`src/rtl/ibi_rx_handler.sv`:
```
// Controller-side IBI receiver: header ACK/NACK against the device table, payload capture, STOP, status.
// Optional build macro IBI_RX_TIMESTAMP_EN adds a free-running timestamp captured at each accepted start.
module ibi_rx_handler #(
   parameter int NUM_DEVS       = 8,
   parameter int MAX_DATA_BYTES = 8
) (
   input  logic                  clk_i,
   input  logic                  rst_i,
   input  logic                  enable_i,
   input  logic                  ibi_start_i,
   input  logic                  bus_stop_i,
   output logic                  scl_run_o,
   output logic                  stop_req_o,
   input  logic                  stop_done_i,
   input  logic [NUM_DEVS-1:0]   dev_valid_i,
   input  logic [7*NUM_DEVS-1:0] dev_addr_i,
   input  logic [NUM_DEVS-1:0]   dev_ibi_accept_i,
   input  logic [NUM_DEVS-1:0]   dev_ibi_payload_i,
   output logic                  bus_rx_req_byte_o,
   output logic                  bus_rx_req_bit_o,
   input  logic                  bus_rx_done_i,
   input  logic [7:0]            bus_rx_req_value_i,
   output logic                  bus_tx_req_bit_o,
   output logic [7:0]            bus_tx_req_value_o,
   output logic                  bus_tx_sel_od_pp_o,
   input  logic                  bus_tx_done_i,
   output logic                  ibi_byte_valid_o,
   input  logic                  ibi_byte_ready_i,
   output logic [7:0]            ibi_byte_o,
   output logic                  ibi_byte_last_o,
   output logic                  ibi_status_valid_o,
   output logic [2:0]            ibi_status_o,
   output logic [6:0]            ibi_addr_o,
   output logic [7:0]            ibi_len_o,
   output logic [31:0]           ibi_timestamp_o
);

   localparam logic [8:0] MAX_B = 9'(MAX_DATA_BYTES);

   typedef enum logic [3:0] {
      S_IDLE, S_RECV_ADDR, S_DECIDE, S_DRIVE_ACK, S_RECV_DATA,
      S_RECV_TBIT, S_PUSH, S_REQ_STOP, S_WAIT_STOP, S_REPORT
   } state_e;

   state_e      state_q, state_d;
   logic [6:0]  addr_q, addr_d;
   logic        rnw_q, rnw_d, ack_q, ack_d, pay_q, pay_d;
   logic [7:0]  data_q, data_d;
   logic        tbit_q, tbit_d, last_q, last_d;
   logic [7:0]  rcv_q, rcv_d, len_q, len_d;
   logic [2:0]  status_q, status_d;
   logic        bvalid_q, bvalid_d, blast_q, blast_d;
   logic [7:0]  bdata_q, bdata_d;
   logic        scl_q, scl_d, stopreq_q, stopreq_d, stv_q, stv_d;
   logic        match, match_pay, start_acc, bus_err, hs, at_max;

   // Iterate downwards so the lowest matching index is the one left standing.
   always_comb begin
      match     = 1'b0;
      match_pay = 1'b0;
      for (int k = NUM_DEVS - 1; k >= 0; k--) begin
         if (dev_valid_i[k] && dev_ibi_accept_i[k] && (dev_addr_i[7*k +: 7] == addr_q)) begin
            match     = 1'b1;
            match_pay = dev_ibi_payload_i[k];
         end
      end
   end

   assign start_acc = (state_q == S_IDLE) && ibi_start_i && enable_i;
   assign bus_err   = bus_stop_i && (state_q inside {S_RECV_ADDR, S_DECIDE, S_DRIVE_ACK,
                                                     S_RECV_DATA, S_RECV_TBIT, S_PUSH});
   assign hs        = bvalid_q && ibi_byte_ready_i;
   assign at_max    = ({1'b0, rcv_q} + 9'd1) == MAX_B;

   always_comb begin
      state_d  = state_q;
      addr_d   = addr_q;
      rnw_d    = rnw_q;
      ack_d    = ack_q;
      pay_d    = pay_q;
      data_d   = data_q;
      tbit_d   = tbit_q;
      last_d   = last_q;
      rcv_d    = rcv_q;
      len_d    = len_q + {7'd0, hs};
      status_d = status_q;
      bvalid_d = hs ? 1'b0 : bvalid_q;
      bdata_d  = bdata_q;
      blast_d  = blast_q;
      if (bus_err) begin
         state_d  = S_REPORT;
         status_d = 3'd4;
      end else begin
         case (state_q)
            S_IDLE: if (start_acc) begin
               state_d  = S_RECV_ADDR;
               len_d    = 8'd0;
               rcv_d    = 8'd0;
               status_d = 3'd0;
            end
            S_RECV_ADDR: if (bus_rx_done_i) begin
               addr_d  = bus_rx_req_value_i[7:1];
               rnw_d   = bus_rx_req_value_i[0];
               state_d = S_DECIDE;
            end
            S_DECIDE: begin
               ack_d   = rnw_q && match;
               pay_d   = match_pay;
               state_d = S_DRIVE_ACK;
            end
            S_DRIVE_ACK: if (bus_tx_done_i) begin
               if (!ack_q) begin
                  status_d = 3'd1;
                  state_d  = S_REQ_STOP;
               end else if (pay_q) begin
                  state_d = S_RECV_DATA;
               end else begin
                  status_d = 3'd0;
                  state_d  = S_REQ_STOP;
               end
            end
            S_RECV_DATA: if (bus_rx_done_i) begin
               // Previous byte still unaccepted after a full byte time: close it out, drop the new one.
               if (bvalid_q && !ibi_byte_ready_i) begin
                  blast_d  = 1'b1;
                  status_d = 3'd2;
                  state_d  = S_REQ_STOP;
               end else begin
                  data_d  = bus_rx_req_value_i;
                  state_d = S_RECV_TBIT;
               end
            end
            S_RECV_TBIT: if (bus_rx_done_i) begin
               tbit_d  = bus_rx_req_value_i[0];
               last_d  = !bus_rx_req_value_i[0] || at_max;
               state_d = S_PUSH;
            end
            S_PUSH: begin
               bvalid_d = 1'b1;
               bdata_d  = data_q;
               blast_d  = last_q;
               rcv_d    = rcv_q + 8'd1;
               if (last_q) begin
                  status_d = tbit_q ? 3'd3 : 3'd0;
                  state_d  = S_REQ_STOP;
               end else begin
                  state_d = S_RECV_DATA;
               end
            end
            S_REQ_STOP:  state_d = S_WAIT_STOP;
            S_WAIT_STOP: if (stop_done_i) state_d = S_REPORT;
            S_REPORT:    state_d = S_IDLE;
            default:     state_d = S_IDLE;
         endcase
      end
      scl_d     = state_d inside {S_RECV_ADDR, S_DECIDE, S_DRIVE_ACK, S_RECV_DATA, S_RECV_TBIT, S_PUSH};
      stopreq_d = state_d inside {S_REQ_STOP, S_WAIT_STOP};
      stv_d     = (state_d == S_REPORT);
   end

   always_ff @(posedge clk_i) begin
      if (rst_i) begin
         state_q   <= S_IDLE;
         addr_q    <= '0;
         rnw_q     <= 1'b0;
         ack_q     <= 1'b0;
         pay_q     <= 1'b0;
         data_q    <= '0;
         tbit_q    <= 1'b0;
         last_q    <= 1'b0;
         rcv_q     <= '0;
         len_q     <= '0;
         status_q  <= '0;
         bvalid_q  <= 1'b0;
         bdata_q   <= '0;
         blast_q   <= 1'b0;
         scl_q     <= 1'b0;
         stopreq_q <= 1'b0;
         stv_q     <= 1'b0;
      end else begin
         state_q   <= state_d;
         addr_q    <= addr_d;
         rnw_q     <= rnw_d;
         ack_q     <= ack_d;
         pay_q     <= pay_d;
         data_q    <= data_d;
         tbit_q    <= tbit_d;
         last_q    <= last_d;
         rcv_q     <= rcv_d;
         len_q     <= len_d;
         status_q  <= status_d;
         bvalid_q  <= bvalid_d;
         bdata_q   <= bdata_d;
         blast_q   <= blast_d;
         scl_q     <= scl_d;
         stopreq_q <= stopreq_d;
         stv_q     <= stv_d;
      end
   end

   assign bus_rx_req_byte_o  = (state_q == S_RECV_ADDR) || (state_q == S_RECV_DATA);
   assign bus_rx_req_bit_o   = (state_q == S_RECV_TBIT);
   assign bus_tx_req_bit_o   = (state_q == S_DRIVE_ACK);
   assign bus_tx_req_value_o = {7'd0, (state_q == S_DRIVE_ACK) && !ack_q};
   assign bus_tx_sel_od_pp_o = 1'b0;

   assign scl_run_o          = scl_q;
   assign stop_req_o         = stopreq_q;
   assign ibi_byte_valid_o   = bvalid_q;
   assign ibi_byte_o         = bdata_q;
   assign ibi_byte_last_o    = blast_q;
   assign ibi_status_valid_o = stv_q;
   assign ibi_status_o       = status_q;
   assign ibi_addr_o         = addr_q;
   assign ibi_len_o          = len_q;

`ifdef IBI_RX_TIMESTAMP_EN
   logic [31:0] ts_cnt_q, ts_q;

   always_ff @(posedge clk_i) begin
      if (rst_i) begin
         ts_cnt_q <= '0;
         ts_q     <= '0;
      end else begin
         ts_cnt_q <= ts_cnt_q + 32'd1;
         if (start_acc) ts_q <= ts_cnt_q;
      end
   end

   assign ibi_timestamp_o = ts_q;
`else
   assign ibi_timestamp_o = '0;
`endif

endmodule

```
`config.mk`:
```
export PLATFORM = sky130hd
export DESIGN_NAME = ibi_rx_handler
export DESIGN_NICKNAME = d
export VERILOG_FILES = /design/src/rtl/ibi_rx_handler.sv
export SDC_FILE = /design/constraint.sdc
export NUM_CORES = 1
export LEC_CHECK = 0
export BUFFER_PORTS_ARGS = -buffer_cell sky130_fd_sc_hd__buf_2
export CAP_MARGIN = 20
export CELL_PAD_IN_SITES_DETAIL_PLACEMENT = 1
export CELL_PAD_IN_SITES_GLOBAL_PLACEMENT = 2
export CORE_MARGIN = 2
export CORE_UTILIZATION = 25
export DETAILED_ROUTE_END_ITERATION = 6
export PLACE_DENSITY = 0.88
export SLEW_MARGIN = 25
export SYNTH_ARGS = -nofsm -noshare
export SYNTH_HDL_FRONTEND = slang
export SYNTH_SLANG_ARGS = --single-unit
```
`constraint.sdc`:
```
create_clock -name clk_i -period 2.6 [get_ports clk_i]
set_input_delay 0.39 -clock clk_i [delete_from_list [all_inputs] [get_ports clk_i]]
set_output_delay 0.39 -clock clk_i [all_outputs]
set_load 0.01 [all_outputs]
```
== After elaboration in Yosys (flattened, before gate mapping) ==
Index checks and enable logic that the tools add are counted.

* Input bits: 97
* Flip-flop bits (word level): 56
* Output and inout bits: 75

* Reduce and logical (&&, ||, !) cells: 46
* Muxes and demuxes: 49
* Bitwise logic cells: 2
* Equality and inequality tests: 38
* Add/sub/neg operators: 3

{| class="wikitable"
|+ Operators by type and width
! cell !! count
|-
| == test 7 bit || 8
|-
| case mux 4 bit (9 select lines) || 1
|-
| == test 4 x 3 -> 1 bit (second input constant) || 8
|-
| two-way mux 8 bit || 4
|-
| two-way mux 4 bit || 7
|-
| two-way mux 3 bit || 8
|-
| logical AND 1 bit || 23
|-
| two-way mux 1 bit || 21
|-
| == test 4 x 2 -> 1 bit (second input constant) || 4
|-
| case mux 8 bit (2 select lines) || 1
|-
| != test 3 bit (second input constant) || 5
|-
| AND reduction 7 bit || 2
|-
| == test 4 bit (second input constant) || 3
|-
| case mux 3 bit (4 select lines) || 1
|-
| nonzero test 6 bit || 2
|-
| two-way mux 2 bit || 5
|-
| adder 8 x 1 -> 9 bit (second input constant) || 1
|-
| == test 9 x 4 -> 1 bit (second input constant) || 1
|-
| AND reduction 3 bit || 3
|-
| adder 8 x 1 -> 8 bit || 1
|-
| adder 8 x 1 -> 8 bit (second input constant) || 1
|-
| == test 4 x 1 -> 1 bit (second input constant) || 2
|-
| != test 2 bit (second input constant) || 4
|-
| AND reduction 4 bit || 2
|-
| other kinds (13) || 20
|}

== Depth between registers and ports, before layout ==
* Depth in word-level cells: 11
* Depth in mapped cells: 7

== Worst setup path before layout ==
No wires, ideal clock.

* Path kind: register -> register
* Start: register addr_q[5] (netlist: ibi_addr_o[5])
* End: register pay_q
* Library setup time: 59 ps
* Arrival time: 1908 ps
* Period minus slack after synthesis: 1967 ps
* Stages on the path, launching flop included: 8
* Path buffers: 1
* Slack: 633 ps
* Cells stage by stage: dfxtp_1 -> buf_6 -> xor2_1 -> or4_4 -> or2_1 -> o211a_1 -> o211ai_2 -> a41o_1

* Cells in the longest elaborated chain, start to end: 10
* Elaborated cells between the ends (all ways): 24

{| class="wikitable"
|+ RTL lines
! element !! line !! RTL
|-
| from (decl) || 46 || <nowiki>logic [6:0] addr_q, addr_d;</nowiki>
|-
| from (signal assigned) || 182 || <nowiki>addr_q <= addr_d;</nowiki>
|-
| == test 7 bit || 62 || <nowiki>if (dev_valid_i[k] && dev_ibi_accept_i[k] && (dev_addr_i[7*k +: 7] == addr_q)) begin</nowiki>
|-
| logical AND 1 bit || 62 ||
|-
| two-way mux 1 bit (7 in series) || 62 ||
|-
| two-way mux 1 bit (*) || 62 ||
|-
| to (signal assigned) || 185 || <nowiki>pay_q <= pay_d;</nowiki>
|-
| to (decl) || 47 || <nowiki>logic rnw_q, rnw_d, ack_q, ack_d, pay_q, pay_d;</nowiki>
|}

Mark *: on every way between the ends. The rest lies on a longest branch, timed or not.
A chain may end at the register's enable or synchronous reset.

== Final worst setup path ==
* Start: register state_q[0]
* End: register rcv_q[5]

* Cells in the longest elaborated chain, start to end: 5
* Elaborated cells between the ends (all ways): 16

{| class="wikitable"
|+ RTL lines
! element !! line !! RTL
|-
| from (decl) || 45 || <nowiki>state_e state_q, state_d;</nowiki>
|-
| from (signal assigned) || 181 || <nowiki>state_q <= state_d;</nowiki>
|-
| == test 4 x 1 -> 1 bit, or another cell as far along || 70 || <nowiki>assign bus_err = bus_stop_i && (state_q inside {S_RECV_ADDR, S_DECIDE, S_DRIVE_ACK,</nowiki>
|-
| nonzero test 6 bit / logical AND 1 bit (equally long branches) || 70, 69 ||
|-
| logical AND 1 bit, on equally long branches || 70, 69 ||
|-
| inverter 1 bit (no source line) / != test 2 bit (equally long branches) || - ||
|-
| AND reduction 3 bit (no source line) || - ||
|-
| to (signal assigned) || 189 || <nowiki>rcv_q <= rcv_d;</nowiki>
|-
| to (decl) || 50 || <nowiki>logic [7:0] rcv_q, rcv_d, len_q, len_d;</nowiki>
|}

Several ways; a longest one is shown, not always the timed one.

==> results by group <==
Outcome
  • Outcome: complete, no violations

Power
  • Worst VDD drop: 0.3355 mV
  • Lkg Pwr: 2.040 nW
  • Power Density: 516.9 nW/um^2
  • Total power: 2.290 mW

Clock network
  • Post-CTS Setup Bufs: 0
  • Worst-Skew Late Latency: 0.31 ns
  • Clock root buffer: clkbuf_16
  • Cts repair resizes: 0
  • Post-CTS Hold Buffers: 0
  • CTS max path bufs: 2
  • CTS buffer count: 5
  • Htree depth: 2
  • CTS tree: done
  • Clock sinks: 56
  • Clk slew on worst S/H paths: 0.08 ns

Synthesis
  • Yosys warns: 0
  • Synth unique cells: 49
  • Syn_area_per_cell: 8.141 sq um
  • Most used DFF post-synth: dfxtp_1
  • Mapped Cells: 440
  • Post-Syn Area: 3582 sq um
  • Yosys reg bits: 56
  • Asr flop ratio synth: 0
  • Part of the Yosys area used for sequential elements: 0.3130
  • Post-synth EDFFs: 0

Worst setup path
  • CP Cell Sequence: nor3_1 > nand4bb_1 > nand2_1 > or4_1 > a21oi_1
  • Endpoint class of the critical path: register
  • Crit path launch: state_q[0]
  • CP Max Fanout: 14
  • Critical path's top delay family: simple AND/OR/NAND/NOR gates
  • CP Data Required Time: 2.84 ns
  • CP max stage delay: 0.56 ns
  • Worst r2r src: state_q[0]
  • Worst EP arrival: 2.46 ns
  • CP startpoint kind: register
  • CP max stage cell: or4_1
  • CP Class: register to register
  • Worst path bufs/invs: 0

Drt
  • Final wirelength: 11.87 mm
  • Routed wire per std cell: 15.84 microns
  • DR pass1 iterations: 4
  • Detailed-route via count: 3,486
  • Vias/cell: 4.654
  • DRT iter0 DRCs: 177
  • Number of nets with antenna violations after routing: 0
  • DRC: 0

Cells and area
  • Antenna Cells: 0
  • Core Util, Final: 0.3179
  • Commonest non-fill, non-tap cell in the layout: buf_2
  • Commonest cells after routing, fill and taps aside: 131 x buf_2, 56 x dfxtp_1, 51 x nor2_1
  • NumNets Final: 668
  • Fraction of layout cells with a size suffix above 1: 0.2742
  • Syn-to-layout area delta: 23.65%

Timing
  • Final clock skew: 0.01048 ns
  • Setup violators final: 0
  • Setup TNS: 0 ns
  • Worst Tran Pin Value: 0.6213 ns
  • Final hold vios: 0
  • Max_slew headroom: 0.5852
  • Max Fclk: 450.5 MHz
  • Pins Over Slew Limit: 0
  • Fin crit period: 2.220 ns
  • Fin crit share: 0.8538
  • Unrepaired setup endpoints after global routing: no
  • Hold_ws: 0.3440 ns

Floorplan
  • Initial Util: 0.2571
  • FP Rows: 43
  • CORE AREA: 13,930 sq um
  • Num ports: 172
  • Die area: 15,300 sq um
  • Chip height: 123.7 microns
  • Die span in x: 123.7 microns

Global routing
  • First-pass GRT wire length: 17.85 mm
  • Grt total ovfl: 0
  • Global Route Usage Sum: 0.1484
  • Vias in the first global route: 3,520
  • Largest net degree at the start of global routing: 26
  • Initial antenna violation count: 0

Hold path
  • Worst Hold Class: input port to register
  • Hold Startpoint: bus_rx_req_value_i[5]

Place
  • HPWL after DPL: 9.622 mm
  • GPL Wtd Cong: 0.8514
  • Buffers added on ports: 131

Run
  • Max Cap Violations: 0
-- cell type report --
| class | instances | area [sq um] |
|---|---|---|
| clock inverter | 3 | 28.78 |
| timing repair buffer | 140 | 723.2 |
| sequential | 56 | 1121 |
| multi-input combinational | 357 | 2176 |
| inverter | 8 | 30.03 |
| clock buffer | 5 | 125.1 |
| fill | 1736 | 9505 |
| tap | 180 | 225.2 |
-- layer usage --
metal  wire [microns]  up-vias  GRT usage  share of wire
met2             6071       79     0.2569           0.51
met1             5070     1713     0.1900           0.43
met3              506       15    0.02198          0.043
li1                 -     1679          -              -
met5                0        -          0              0
met4              217        0    0.04474          0.018
-- flip-flops by register name, indices dropped and copies added (netlist names), 3 cells and up --
name	count
ibi_addr_o	7
ibi_len_o	8
data_q	8
rcv_q	8
ibi_byte_o	8
state_q	4
ibi_status_o	3
-- final timing paths --
path / to / cells past startpoint / slack (ns)
worst max-delay path: rcv_q[5] / 5 / 0.38
worst max register to register: rcv_q[5] / 5 / 0.38
worst min-delay path: ibi_addr_o[4] / 3 / 0.34
worst min register to register: ibi_byte_o[1] / 2 / 0.46
-- cell usage after synthesis, types with 10 or more instances --
library cell  count  share of area
dfxtp_1          56           0.31
nor2_1           51          0.053
o21ai_0          10          0.014
a21oi_1          27          0.038
buf_4            41          0.086
xor2_1           27          0.066
nand4_1          10          0.017
nand2_1          38          0.040
nand3_1          15          0.021
mux2i_1          20          0.056
xnor2_1          36          0.088
-- through the flow --
stage                     setup slack [ns]  instances  instance area, sq um
after global placement              0.4553        741                  4275
after floorplan                     0.6330        479                  3729
after detailed placement            0.4196        741                  4275
final                               0.3803        749                  4429
after CTS                           0.3774        749                  4429
after global routing                0.1680        749                  4429
-- worst min-delay path: cells and delay by family --
kind / cells / cell delay [ns]
buffers and inverters: 1 / 0.09
muxes: 1 / 0.06
and+or+nand+nor: 1 / 0.07
-- kinds of logic after synthesis --
| logic type | after synthesis | share of synthesized area |
|---|---|---|
| mux | 20 | 0.05588 |
| other cells | 1 | 0.001047 |
| simple gates | 175 | 0.2490 |
| compound gates | 56 | 0.09606 |
| fa+ha+maj | 3 | 0.01048 |
| buf+inv | 66 | 0.1205 |
| xor+xnor | 63 | 0.1540 |
| flops | 56 | 0.3130 |
-- power by group --
group	switching (mW)	internal, mW	total, mW
clock	0.360	0.373	0.733
sequential	0.0895	0.895	0.985
combinational	0.318	0.254	0.572
total	0.768	1.52	2.29
(Power assumes the default switching activity.)
